--- src/rtl/handshake_tx_fifo_if.sv ---
// Producer/consumer bundle for the handshake feeder FIFO.
// The FIFO sits on the slave modport; the bench or surrounding logic uses master.
interface handshake_tx_fifo_if #(
    parameter int WIDTH = 4,
    parameter int DEPTH = 4
);
    localparam int PTR_W = $clog2(DEPTH);

    logic             wr_en;
    logic [WIDTH-1:0] wr_data;
    logic             full;
    logic [PTR_W:0]   count;
    logic             overflow;
    logic             clr_ovf;
    logic             busy_in;
    logic             valid_out;
    logic [WIDTH-1:0] data_out;

    modport master (
        output wr_en, wr_data, clr_ovf, busy_in,
        input  full, count, overflow, valid_out, data_out
    );

    modport slave (
        input  wr_en, wr_data, clr_ovf, busy_in,
        output full, count, overflow, valid_out, data_out
    );
endinterface

--- src/rtl/handshake_tx_fifo.sv ---
// Circular FIFO feeding the handshake requester: absorbs producer bursts while
// downstream is busy, pops one word per cycle when busy_in is low.
module handshake_tx_fifo #(
    parameter int WIDTH = 4,
    parameter int DEPTH = 4
) (
    input logic                clk,
    input logic                rstn,
    handshake_tx_fifo_if.slave bus
);
    localparam int PTR_W = $clog2(DEPTH);
    localparam logic [PTR_W:0] FULL_CNT = (PTR_W+1)'(DEPTH);

    logic [WIDTH-1:0] mem [DEPTH];
    logic [PTR_W-1:0] wr_ptr, rd_ptr;
    logic [PTR_W:0]   count;
    logic             overflow;
    logic             full, valid, push, pop;

    // Status flags come only from registered count, never from wr_en/busy_in.
    assign full  = (count == FULL_CNT);
    assign valid = (count != '0);
    assign push  = bus.wr_en && !full;
    assign pop   = valid && !bus.busy_in;

    always_ff @(posedge clk) begin
        if (push) mem[wr_ptr] <= bus.wr_data;
    end

    always_ff @(posedge clk or negedge rstn) begin
        if (!rstn) begin
            wr_ptr   <= '0;
            rd_ptr   <= '0;
            count    <= '0;
            overflow <= 1'b0;
        end else begin
            if (push) wr_ptr <= wr_ptr + PTR_W'(1);
            if (pop)  rd_ptr <= rd_ptr + PTR_W'(1);
            case ({push, pop})
                2'b10:   count <= count + (PTR_W+1)'(1);
                2'b01:   count <= count - (PTR_W+1)'(1);
                default: count <= count;
            endcase
            // A dropped write outranks a same-cycle clear.
            if (bus.wr_en && full) overflow <= 1'b1;
            else if (bus.clr_ovf)  overflow <= 1'b0;
        end
    end

    assign bus.full      = full;
    assign bus.count     = count;
    assign bus.overflow  = overflow;
    assign bus.valid_out = valid;
    // Storage is not reset, so mask the head word while empty.
    assign bus.data_out  = valid ? mem[rd_ptr] : '0;
endmodule
--- src/flat_wrapper.sv ---
// flat-port wrapper written by rule: the top's interface ports become plain ports
module handshake_tx_fifo_flat 
#(
    parameter int WIDTH = 4,
    parameter int DEPTH = 4
)
  (clk, rstn, bus_wr_en, bus_wr_data, bus_clr_ovf, bus_busy_in, bus_full, bus_count, bus_overflow, bus_valid_out, bus_data_out);
  handshake_tx_fifo_if #(.WIDTH(WIDTH), .DEPTH(DEPTH)) bus_i ();
  input logic clk;
  input logic rstn;
  input wire logic [$bits(bus_i.wr_en)-1:0] bus_wr_en;
  input wire logic [$bits(bus_i.wr_data)-1:0] bus_wr_data;
  input wire logic [$bits(bus_i.clr_ovf)-1:0] bus_clr_ovf;
  input wire logic [$bits(bus_i.busy_in)-1:0] bus_busy_in;
  output wire logic [$bits(bus_i.full)-1:0] bus_full;
  output wire logic [$bits(bus_i.count)-1:0] bus_count;
  output wire logic [$bits(bus_i.overflow)-1:0] bus_overflow;
  output wire logic [$bits(bus_i.valid_out)-1:0] bus_valid_out;
  output wire logic [$bits(bus_i.data_out)-1:0] bus_data_out;
  assign bus_i.wr_en = bus_wr_en;
  assign bus_i.wr_data = bus_wr_data;
  assign bus_i.clr_ovf = bus_clr_ovf;
  assign bus_i.busy_in = bus_busy_in;
  assign bus_full = bus_i.full;
  assign bus_count = bus_i.count;
  assign bus_overflow = bus_i.overflow;
  assign bus_valid_out = bus_i.valid_out;
  assign bus_data_out = bus_i.data_out;
  handshake_tx_fifo #(.WIDTH(WIDTH), .DEPTH(DEPTH)) u_core (.clk(clk), .rstn(rstn), .bus(bus_i));
endmodule
--- config.mk ---
export PLATFORM = sky130hd
export DESIGN_NAME = handshake_tx_fifo_flat
export DESIGN_NICKNAME = d
export VERILOG_FILES = /design/src/rtl/handshake_tx_fifo_if.sv /design/src/rtl/handshake_tx_fifo.sv /design/src/flat_wrapper.sv
export SDC_FILE = /design/constraint.sdc
export NUM_CORES = 1
export LEC_CHECK = 0
export CORE_MARGIN = 1.5
export CORE_UTILIZATION = 25
export CTS_BUF_LIST = sky130_fd_sc_hd__clkbuf_4 sky130_fd_sc_hd__clkbuf_8
export CTS_CLUSTER_SIZE = 20
export DETAILED_ROUTE_END_ITERATION = 10
export PLACE_DENSITY = 0.44
export SLEW_MARGIN = 20
export SYNTH_ARGS = -nofsm -noshare
export SYNTH_HDL_FRONTEND = slang
export SYNTH_SLANG_ARGS = --single-unit
--- constraint.sdc ---
create_clock -name clk -period 5 [get_ports clk]
set_input_delay 0.75 -clock clk [delete_from_list [all_inputs] [get_ports clk]]
set_output_delay 0.75 -clock clk [all_outputs]
set_load 0.03 [all_outputs]
# After elaboration in Yosys (flattened, before gate mapping)
# Memories as Yosys holds them, arrays and structs flattened.
# Cells that the tools add are included.
# W data, S select, Z words.
dict set report totals {
  reg_bits 8
  mem_bits_rw 16
  in_bits 9
  word_cells 26
  mem_count 1
}
dict set report classes {
  add_sub_neg 4
  n_eq_ne 3
  mux 6
  reduce_logical 8
}
# name words width rd rd_clocked_by_memory_dff wr line
set memory_table {}
lappend memory_table {u_core.mem 4 4 1 0 1 handshake_tx_fifo.sv:14} ;# logic [WIDTH-1:0] mem [DEPTH];
# op n
set op_table {}
lappend op_table {{$pmux W3 S2} 1}
lappend op_table {{$add A2 B1 Y2 const B} 2}
lappend op_table {{$mux W1} 4}
lappend op_table {{$mux W4} 1}
lappend op_table {{$reduce_bool A2 Y1} 2}
lappend op_table {{$add A3 B1 Y3 const B} 1}
lappend op_table {{$eq A3 B3 Y1 const B} 1}
lappend op_table {{$logic_and A1 B1 Y1} 3}
lappend op_table {{$reduce_bool A3 Y1} 1}
lappend op_table {{$sub A3 B1 Y3 const B} 1}
lappend op_table {{$eq A2 B1 Y1 const B} 1}
lappend op_table {{$eq A2 B2 Y1 const B} 1}
lappend op_table {{$logic_not A1 Y1} 2}

# Longest topological paths before layout
dict set report logic_depth {
  depth_word 5
  ltp_mapped 9
}

# Worst setup path after synthesis
# Ideal clock, no wire load.
dict set report synth_path {
  path_kind {register to register}
  from {reg u_core.count[2] (netlist: u_core.bus.count[2])}
  to {reg u_core.count[2] (netlist: u_core.bus.count[2])}
  arrival_ns 2.184
  path_slack_ns 2.735
  path_stages_with_launch 10
  path_buffers 0
  path_cell_list {dfrtp_1 nor3b_4 nor2b_2 inv_1 ha_1 inv_1 fa_1 xor2_1 nor2_1 xor2_1}
}
dict set report synth_via {
  elab_chain_len 5
}
# item line
set synth_lines {}
lappend synth_lines {{start, declared} handshake_tx_fifo.sv:16} ;# logic [PTR_W:0] count;
lappend synth_lines {{start signal, assigned} handshake_tx_fifo.sv:40} ;# 2'b10: count <= count + (PTR_W+1)'(1);
lappend synth_lines {{start signal, assigned} handshake_tx_fifo.sv:41} ;# 2'b01: count <= count - (PTR_W+1)'(1);
lappend synth_lines {{start signal, assigned} handshake_tx_fifo.sv:42} ;# default: count <= count;
lappend synth_lines {{$eq A3 B3 Y1 *} handshake_tx_fifo.sv:21} ;# assign full = (count == FULL_CNT);
lappend synth_lines {{via bus_full} flat_wrapper.sv:15} ;# output wire logic [$bits(bus_i.full)-1:0] bus_full;
lappend synth_lines {{$logic_not A1 Y1 *} handshake_tx_fifo.sv:23} ;# assign push = bus.wr_en && !full;
lappend synth_lines {{$logic_and A1 B1 Y1 *} handshake_tx_fifo.sv:23}
lappend synth_lines {{$eq A2 B1 Y1 / $eq A2 B2 Y1 (equally long branches)} handshake_tx_fifo.sv:39} ;# case ({push, pop})
lappend synth_lines {{$pmux W3 S2 / $reduce_bool A2 Y1 (equally long branches)} n/a}
# The timed path passes the listed nets; every way through them passes the cells marked *.
# A chain may end at the register's enable or synchronous reset.

# Worst setup path in the final report
dict set report layout_path {
  from {reg u_core.rd_ptr[0]}
  to {out bus_data_out[3]}
}
dict set report layout_via {
  elab_chain_len 2
}
# item line
set layout_lines {}
lappend layout_lines {{start, declared} handshake_tx_fifo.sv:15} ;# logic [PTR_W-1:0] wr_ptr, rd_ptr;
lappend layout_lines {{start signal, assigned} handshake_tx_fifo.sv:38} ;# if (pop) rd_ptr <= rd_ptr + PTR_W'(1);
lappend layout_lines {{$mem_v2 Z4 W4} n/a}
lappend layout_lines {{$mux W4} handshake_tx_fifo.sv:55} ;# assign bus.data_out = valid ? mem[rd_ptr] : '0;
lappend layout_lines {{end, declared} flat_wrapper.sv:19} ;# output wire logic [$bits(bus_i.data_out)-1:0] bus_data_out;
# Every way passes these cells.

==> results_dict.tcl <==
set metrics [dict create \
    synth_ff_type "sky130_fd_sc_hd__edfxtp_1" \
    synth.distinct_cells 19 \
    netlist.top_cell.by_area "sky130_fd_sc_hd__edfxtp_1" \
    initial_antenna_violation_count 0 \
    tritoncts "built" \
    clock_sinks 24 \
    tns_ns 0 \
    cts_max_level 1 \
    postRouteAntennaNets 0 \
    placement_rows 23 \
    critPathMaxFanout 6 \
    stdcell_area_sq_um 1380 \
    share_of_post_route_cells_with_drive_strength_above_1_pct 12.4 \
    detail_route.first_pass.iterations 3 \
    cts.hold.buffers_added 0 \
    post_cts.resized_instances 0 \
    hpwl_microns 1310 \
    yosys_warnings 0 \
    core_box_area_sq_um 4060 \
    die-height_microns 68.5 \
    finalClockSkew_ns 0.00433 \
    timing.critical_path.cells "mux4_2, nor2b_1, clkdlybuf4s50_1" \
    post_route_drc 0 \
    synthesis.area_per_instance_sq_um 15.8 \
    cts_made_buffers 3 \
    vdd.ir_drop.worst_uv 171 \
    timing.critical_path.from "u_core.rd_ptr[0]$_DFFE_PN0P_" \
    largest_net_degree_at_the_start_of_global_routing 15 \
    vias 562 \
    post_synth_instance_area_sq_um 1070 \
    crit_path_end_kind "primary output" \
    sw_frac_of_total_pct 36.1 \
    global_route.usage.total_pct 8.55 \
    cts.path.max_buffers 2 \
    wire_length_of_the_first_global_routing_pass_microns 2820 \
    clock_share_of_power_pct 18.4 \
    maxCapViolations 0 \
    cp.required_ns 4.25 \
    fin_nets 105 \
    power.share.sequential_pct 37.3 \
    initial_utilization_pct 26.4 \
    synth_common_cells "sky130_fd_sc_hd__edfxtp_1 (16), sky130_fd_sc_hd__dfrtp_1 (8), sky130_fd_sc_hd__inv_1 (8), sky130_fd_sc_hd__ha_1 (5)" \
    num_ports 19 \
    first_iter_violations 20 \
    timing.critical_path.max_delay_family "buffers and inverters" \
    hp-start "u_core.bus.overflow$_DFFE_PN0P_" \
    synth_cells 68 \
    postSynthNetCount 83 \
    total_power_density_per_cell_area_nw_per_um2 647 \
    outcome "finished clean" \
    postCtsSetupRepairBufs 0 \
    post-route-period-util_pct 56.8 \
    routed_wire_length_per_instance_microns 12.4 \
    synth_enable_flop_cells 16 \
    clk_pin_slew_ns 0.08 \
    max_slew.worst_pin.slew_ns 0.523 \
    remaining_global_route_overflow 0 \
    slew_violations 0 \
    setup_violations 0 \
    clk_latency_ns 0.26 \
    min-delay-path-class "reg -> reg" \
    synth.area.top_cells "sky130_fd_sc_hd__edfxtp_1 (45%), sky130_fd_sc_hd__dfrtp_1 (19%), sky130_fd_sc_hd__mux4_2 (8.4%), sky130_fd_sc_hd__ha_1 (5.8%), sky130_fd_sc_hd__xor2_1 (3.3%)" \
    synth.ff_latch_count 24 \
    clock-root-buffer "sky130_fd_sc_hd__clkbuf_8" \
    yosysMostFrequentCell "sky130_fd_sc_hd__edfxtp_1" \
    power_spent_charging_and_discharging_nets_mw 0.322 \
    gp_congestion 0.667 \
    unrepaired_setup_endpoints_after_global_routing "no" \
    critical_path.slowest_cell "sky130_fd_sc_hd__clkdlybuf4s50_1" \
    max_freq_mhz 352 \
    antennaDiodeCount 0 \
    grt_pass1_vias 608 \
    fin_hold_ws_ns 0.535 \
    crit-reg2reg-launch "u_core.bus.count[0]$_DFFE_PN0P_" \
    cp-start-kind "register" \
    synth-seq-area-share_pct 63.5 \
    wirelength_microns 1720 \
    fp.dieW_microns 68.5 \
    critical_path_type "reg -> out" \
    io_buffers 18 \
    syn_to_layout_area_delta_pct 28.8 \
    synth_top_area_share_pct 44.8 \
    power_frac_comb_pct 44.3 \
    power.leakage_nw 0.521 \
    synth-async-reset-ratio_pct 33.3 \
    place_area_sq_um 1310 \
    p_int_mw 0.571 \
    finalHoldViolCount 0 \
    cp_slowest_stage_delay_ns 0.61 \
    maxSlewHeadroom_pct 65.0 \
    detail_route.vias_per_cell 4.04 \
    die-area_sq_um 4690 \
    worst_ep_arrival_time_ns 2.09 \
    critical_path_buf_inv_count 1 \
    final.min_clock_period_ns 2.84 \
]
## per-stage QoR
stage / std cells / worst slack, ns / utilization, % / power, mW
final: 139 / 2.16 / 34.0 / 0.894
after global placement: 135 / 2.44 / 32.3 / 0.739
after floorplan: 68 / 2.74 / - / 0.598
after CTS: 139 / 2.14 / 34.0 / 0.910
after detailed placement: 135 / 2.44 / 32.3 / 0.745
after global routing: 139 / 2.07 / 34.0 / 0.958
## cell usage in the layout, fill, tap and decap left out
| cell | instances |
|---|---|
| sky130_fd_sc_hd__clkdlybuf4s50_1 | 18 |
| sky130_fd_sc_hd__edfxtp_1 | 16 |
| sky130_fd_sc_hd__inv_1 | 8 |
| sky130_fd_sc_hd__dfrtp_1 | 8 |
| sky130_fd_sc_hd__ha_1 | 5 |
| sky130_fd_sc_hd__mux4_2 | 4 |
| sky130_fd_sc_hd__nor2b_1 | 4 |
| sky130_fd_sc_hd__and2_1 | 4 |
| sky130_fd_sc_hd__xor2_1 | 4 |
| sky130_fd_sc_hd__clkbuf_8 | 3 |
| sky130_fd_sc_hd__nor2_1 | 2 |
| sky130_fd_sc_hd__nand2_1 | 2 |
| sky130_fd_sc_hd__o21ai_0 | 2 |
| sky130_fd_sc_hd__xnor2_1 | 2 |
| sky130_fd_sc_hd__nor3_2 | 1 |
| sky130_fd_sc_hd__nor3b_4 | 1 |
| sky130_fd_sc_hd__nor2b_2 | 1 |
| sky130_fd_sc_hd__nor3b_1 | 1 |
| sky130_fd_sc_hd__mux2_1 | 1 |
| sky130_fd_sc_hd__fa_1 | 1 |
| sky130_fd_sc_hd__bufinv_16 | 1 |
## layout make-up
| cell class | instances | area (sq um) |
|---|---|---|
| clock buffer | 3 | 41.3 |
| clock inverter | 1 | 30.0 |
| fill | 401 | 2680 |
| inverter | 8 | 30.0 |
| multi-input combinational | 35 | 357 |
| sequential | 24 | 681 |
| tap | 50 | 62.6 |
| timing repair buffer | 18 | 180 |
## per-layer routing
metal	wire length (microns)	track usage, %
met1	758	10.8
met5	0	0
met2	906	14.3
met3	30	1.46
met4	29	3.75
## cell families (layout without fill, tap and decap cells)
kind of cell	Yosys count	after routing	synth area share [%]
xor gates and xnor gates	6	6	4.90
DFF	24	24	63.5
adders and majority gates	6	6	7.70
and+or+nand+nor	16	16	10.3
muxes	5	5	9.45
buffers and inverters	9	30	3.27
AOI/OAI and AO/OA	2	2	0.934
## sequential cells by signal, indices dropped and copies added (netlist names)
name                 count
u_core.rd_ptr            2
u_core.bus.overflow      1
u_core.mem              16
u_core.bus.count         3
u_core.wr_ptr            2
## tightest hold or removal path, cell delays in order (launching register included)
cell and delay, ns:
sky130_fd_sc_hd__dfrtp_1 0.38, sky130_fd_sc_hd__inv_1 0.05, sky130_fd_sc_hd__o21ai_0 0.07
## path summary, 6_finish.rpt
check	endpoint	slack, ns	cells past startpoint
worst max-delay path	bus_data_out[3]	2.16	3
worst min-delay path	u_core.bus.overflow$_DFFE_PN0P_	0.53	2
worst max register to register	u_core.bus.count[1]$_DFFE_PN0P_	2.93	6
worst min register to register	u_core.bus.overflow$_DFFE_PN0P_	0.53	2
max in group asynchronous	u_core.wr_ptr[0]$_DFFE_PN0P_	3.95	1
min in group asynchronous	u_core.bus.count[0]$_DFFE_PN0P_	0.77	1
## power groups by stage
stage	sequential [mW]	combinational [mW]	clock, mW
6_report	0.333	0.396	0.164
5_1_grt	0.343	0.435	0.180
2_1_floorplan	0.347	0.251	0
3_5_place_dp	0.340	0.405	0
3_3_place_gp	0.338	0.401	0
4_1_cts	0.335	0.405	0.170
No activity file was read; power rests on OpenSTA's default activity.
